<file path="src/rtl/lgn_frame_loader.sv">
// Assembles a start-marked byte stream into an INPUTS-bit image and commits it atomically to out_x.
// Commit on the edge sampling the final byte (out_valid one-cycle pulse); no backpressure, one byte per valid cycle.
module lgn_frame_loader #(
    parameter int INPUTS = 256,
    parameter int BYTES  = INPUTS / 8
) (
    input  logic              clk,
    input  logic              rst,
    input  logic [7:0]        in_data,
    input  logic              in_valid,
    input  logic              in_start,
    output logic [INPUTS-1:0] out_x,
    output logic              out_valid,
    output logic              busy,
    output logic              err_framing,
    output logic [7:0]        frame_count
);

    localparam int SRW = INPUTS - 8;
    localparam int CW  = $clog2(BYTES + 1);
    localparam logic [CW-1:0] LAST = CW'(BYTES - 1);

    typedef enum logic {IDLE, LOAD} state_t;

    state_t            state_q, state_d;
    logic [SRW-1:0]    sr_q, sr_d;
    logic [CW-1:0]     cnt_q, cnt_d;
    logic [INPUTS-1:0] out_x_q, out_x_d;
    logic              out_valid_q, out_valid_d;
    logic              err_q, err_d;
    logic [7:0]        fc_q, fc_d;

    always_ff @(posedge clk or posedge rst) begin
        if (rst) begin
            state_q     <= IDLE;
            sr_q        <= '0;
            cnt_q       <= '0;
            out_x_q     <= '0;
            out_valid_q <= 1'b0;
            err_q       <= 1'b0;
            fc_q        <= '0;
        end else begin
            state_q     <= state_d;
            sr_q        <= sr_d;
            cnt_q       <= cnt_d;
            out_x_q     <= out_x_d;
            out_valid_q <= out_valid_d;
            err_q       <= err_d;
            fc_q        <= fc_d;
        end
    end

    always_comb begin
        state_d     = state_q;
        sr_d        = sr_q;
        cnt_d       = cnt_q;
        out_x_d     = out_x_q;
        out_valid_d = 1'b0;
        err_d       = err_q;
        fc_d        = fc_q;
        if (in_valid) begin
            case (state_q)
                IDLE: begin
                    // Bytes without a start marker while idle are silently dropped.
                    if (in_start) begin
                        sr_d    = SRW'(in_data);
                        cnt_d   = CW'(1);
                        state_d = LOAD;
                    end
                end
                LOAD: begin
                    if (in_start) begin
                        // Restart: the partial frame is lost and this byte becomes byte 0.
                        sr_d  = SRW'(in_data);
                        cnt_d = CW'(1);
                        err_d = 1'b1;
                    end else if (cnt_q == LAST) begin
                        out_x_d     = {sr_q, in_data};
                        out_valid_d = 1'b1;
                        fc_d        = fc_q + 8'd1;
                        cnt_d       = '0;
                        state_d     = IDLE;
                    end else begin
                        sr_d  = {sr_q[SRW-9:0], in_data};
                        cnt_d = cnt_q + CW'(1);
                    end
                end
                default: state_d = IDLE;
            endcase
        end
    end

    assign out_x       = out_x_q;
    assign out_valid   = out_valid_q;
    assign busy        = (state_q == LOAD);
    assign err_framing = err_q;
    assign frame_count = fc_q;

endmodule
</file>
<file path="config.mk">
export PLATFORM = sky130hd
export DESIGN_NAME = lgn_frame_loader
export DESIGN_NICKNAME = d
export VERILOG_FILES = /design/src/rtl/lgn_frame_loader.sv
export SDC_FILE = /design/constraint.sdc
export NUM_CORES = 1
export LEC_CHECK = 0
export ABC_AREA = 1
export BUFFER_PORTS_ARGS = -buffer_cell sky130_fd_sc_hd__buf_2
export CAP_MARGIN = 25
export CORE_MARGIN = 2
export CORE_UTILIZATION = 59
export CTS_BUF_LIST = sky130_fd_sc_hd__clkbuf_2 sky130_fd_sc_hd__clkbuf_4 sky130_fd_sc_hd__clkbuf_8
export CTS_CLUSTER_SIZE = 28
export DETAILED_ROUTE_END_ITERATION = 16
export GPL_ROUTABILITY_DRIVEN = 0
export PLACE_DENSITY = 0.82
export SYNTH_ARGS = -nofsm -noshare
export SYNTH_HDL_FRONTEND = slang
export SYNTH_SLANG_ARGS = --single-unit
</file>
<file path="constraint.sdc">
create_clock -name clk -period 17.23 [get_ports clk]
set_input_delay 0.8615 -clock clk [delete_from_list [all_inputs] [get_ports clk]]
set_output_delay 0.8615 -clock clk [all_outputs]
set_load 0.02 [all_outputs]
</file>
Word-level counts from Yosys, hierarchy flattened
Cells that the tools add are included.
Cells by class
  $add $sub $neg: 2
  equal/unequal tests: 3
  muxes and demuxes: 16
  bitwise logic cells: 2
  reduce and logical (&&, ||, !) cells: 4
Operators by type and width (count)
  two-way mux 248 bit: 3
  case mux 248 bit (2 select lines): 1
  two-way mux 6 bit: 3
  case mux 6 bit (2 select lines): 1
  adder 8 x 1 -> 8 bit, second input constant: 1
  two-way mux 1 bit: 7
  adder 6 x 1 -> 6 bit, second input constant: 1
  == test 6 x 5 -> 1 bit, second input constant: 1
  AND reduction 3 bit: 2
  AND reduction 4 bit: 1
  != test 3 bit, second input constant: 1
  != test 2 bit, second input constant: 1
  NOT 1 bit: 2
  case mux 1 bit (2 select lines): 1
  AND reduction 2 bit: 1
Word-level totals
  flip-flop bits (word level): 521
  input bits: 12
  output and inout port bits: 267

Logic depth before layout (Yosys ltp)
  depth in word-level cells: 5
  depth in mapped cells: 9

Worst setup path after synthesis
OpenSTA, ideal clock, no wires.
  kind: input to register
  start point: input port in_valid
  end point: register out_x_q[209] (netlist: out_x[209])
  library setup time: 0.116 ns
  arrival time: 1.719 ns
  required time: 17.114 ns
  setup slack: 15.394 ns
  cell stages on the path: 7
  path buffers: 2
  cells stage by stage: nand2_1 > nor2_1 > nand2_2 > buf_2 > clkbuf_1 > nand2_1 > nand2_1
Between the ends
  cells in the longest elaborated chain, start to end: 1
RTL lines
  start, declared: RTL line 10  | input logic in_valid,
  AND reduction 4 bit (no line)
  end signal, assigned: RTL line 46  | out_x_q <= out_x_d;
  end, declared: RTL line 28  | logic [INPUTS-1:0] out_x_q, out_x_d;
No other way between the ends.
A chain may end at the register's enable or synchronous reset.

Worst setup path after layout
  start point: register cnt_q[1]
  end point: register sr_q[110]
Between the ends
  cells in the longest elaborated chain, start to end: 3
RTL lines
  start, declared: RTL line 27  | logic [CW-1:0] cnt_q, cnt_d;
  start signal, assigned: RTL line 45  | cnt_q <= cnt_d;
  == test 6 x 5 -> 1 bit: RTL line 77  | end else if (cnt_q == LAST) begin
  != test 3 bit (no line)
  AND reduction 3 bit (no line)
  end signal, assigned: RTL line 44  | sr_q <= sr_d;
  end, declared: RTL line 26  | logic [SRW-1:0] sr_q, sr_d;
No other way between the ends.

==> out/results.txt <==
setup ws final: 13.25 ns
Placement Setup Slack: 12.33 ns
CTS root buf: clkbuf_8
DP HPWL: 29050 µm
pwr/cell area: 98.99 nW/µm²
Rows: 67
Area Growth Syn to Fin: 14.89%
Yosys top cell area share: 64.40%
Mapped Nets: 2293
WP data required: 17.75 ns
Die Area: 35810 µm²
DRT Wirelength: 48380 µm
Avg Inst Size Synth: 8.884 µm²
# diodes: 0
routed len/inst: 16.08 µm
Unique masters post-synth: 23
DR pass1 iterations: 5
Worst Path Max Fanout: 164
Port Buffers: 278
post-route clock period utilization: 23.08%
pin count of the biggest net entering global routing: 248
Core ar.: 33700 µm²
# nets final: 2532
cells taking the most area after synthesis: dfrtp_1 (64%), nand2_1 (25%), nand3_1 (6.2%)
worst hold path class: input pin to async pin
yosys warns: 0
register area share after synthesis: 64.40%
CTS Buffer Depth: 3
Synth Instances: 2279
max_cap viols: 0
Top-Level Pins: 279
proportion of layout cells with a drive suffix above 1: 16.56%
remaining antenna violation count: 0
clock share of power: 42.9%
R2R setup slack: 13.25 ns
global-route wire length before repair: 79170 µm
DR iter-0 viols: 1431
GRT Residual Overflow: 0
#FFs+latches synth: 521
number of global-route vias before repair: 15510
switching share of power: 22.43%
Seq pwr share: 53.9%
starting density of the core: 60.08%
Worst Skew: 0.01609 ns
gr usage total: 27.33%
Post-CTS Hold Fix Bufs: 0
Worst slew margin: 11.11%
fin cells: 3008
min Tclk post-route: 3.977 ns
Die Height: 189.2 µm
clk slew on worst S/H paths: 0.06 ns
Gate power share: 3.2%
CTS tree: built
Final Hold Viols: 0
clk sinks: 521
worst-margin pin slew: 1.333 ns
P_leak: 0.01408 µW
initial antenna violation count: 0
Psw: 516.5 µW
peak supply drop: 65.76 µV
setup TNS: 0 ns
Worst Hold Slack: 0.4683 ns
final slew viol count: 0
Synth area leader: dfrtp_1
cts bufs inserted: 79
crit start category: flip-flop
CP Capture Type: flip-flop
Via density: 5.377
CP Data Arrival Time: 4.50 ns
critical path class: flip-flop to flip-flop
via count: 16170
H-Tree Depth: 3
post-CTS setup buffers: 0
status: completed
max frequency: 251.4 MHz
DRC viols: 0
Clock Latency Late Sink: 0.60 ns
RSZ-0062 raised after global routing: no
Setup violations, final: 0
Die Wd: 189.2 µm
post-CTS resize count: 0
total internal power: 1786 µW
fillcell total: 2649
post-placement cell count: 2881
Post-Syn Area: 20250 µm²
-- synth_stat cells (all sizes together) --
cell,count
nand2,1325
dfrtp,521
nand3,251
buf,99
clkbuf,37
inv,15
nor2,15
o21ai,4
nand4,3
ha,2
xnor2,2
a21oi,1
a22o,1
nand3b,1
o21bai,1
xor2,1
-- power by group through the flow --
stage                     Sequential (µW)  Combinational [µW]  Clock [µW]
after floorplan                      1260                58.8           0
after global placement               1260                71.8           0
final                                1240                74.3         988
after CTS                            1240                74.5        1000
after detailed placement             1260                74.4           0
after global routing                 1240                84.9        1060
-- worst paths after layout --
path                           start         end  cells after the start
hold reg to reg            out_x[82]   out_x[82]                      2
setup / recovery            cnt_q[1]   sr_q[110]                      8
setup reg to reg            cnt_q[1]   sr_q[110]                      8
max in group asynchronous        rst   out_x[78]                      7
min in group clk           out_x[82]   out_x[82]                      2
hold / removal                   rst  out_x[175]                      3
-- registers in the layout, summed over array words and instances (netlist names) --
name / count
out_valid: 1
err_framing: 1
busy: 1
cnt_q: 6
frame_count: 8
sr_q: 248
out_x: 256
-- kinds of logic after synthesis --
family | share of synthesized area, %
simple gates | 31.28
flops | 64.40
buf+inv | 3.869
compound gates | 0.2039
xor+xnor | 0.1298
fa+ha+maj | 0.1236
-- layout by cell type (no fill, tap or decap), types with 10 or more instances in the layout --
cell type	n
nand2_1	1322
buf_4	10
clkbuf_8	91
dfrtp_1	521
buf_2	278
nand3_1	251
clkbuf_4	24
nor2_1	13
inv_1	13
-- worst max-delay path, stage by stage (launching register included) --
cell and delay, ns:
dfrtp_1 0.38, ha_1 0.21, nand3_1 0.15, nor2_4 0.34
nand2_8 0.60, nand2_8 0.98, buf_4 0.85, nand2_1 0.15
nand2_1 0.11
-- layer usage --
metal	share of wire, %	GRT usage, %	vias to the layer above
li1	-	-	7533
met1	43	39.84	7916
met2	46	40.45	645
met3	9.0	7.192	79
met4	2.5	9.034	0
met5	0	0	-
-- metrics by stage --
step | utilization (%) | power [µW] | instance area [µm²]
after floorplan | - | 1320 | 20250
after global placement | 64.17 | 1334 | 21620
after detailed placement | 64.25 | 1336 | 21650
after CTS | 68.72 | 2317 | 23160
after global routing | 69.02 | 2389 | 23260
final | 69.02 | 2302 | 23260
-- final cells by class --
class	count	area [µm²]	share of cell area, %
inverters	15	71.32	0.3066
repair buffers	294	1617	6.950
clock inverters	8	72.57	0.3120
clock buffers	115	1433	6.159
well taps	448	560.5	2.410
flip-flops and latches	521	13040	56.05
multi-input cells	1607	6469	27.81
Note: power is estimated with default switching activity, not from simulation.
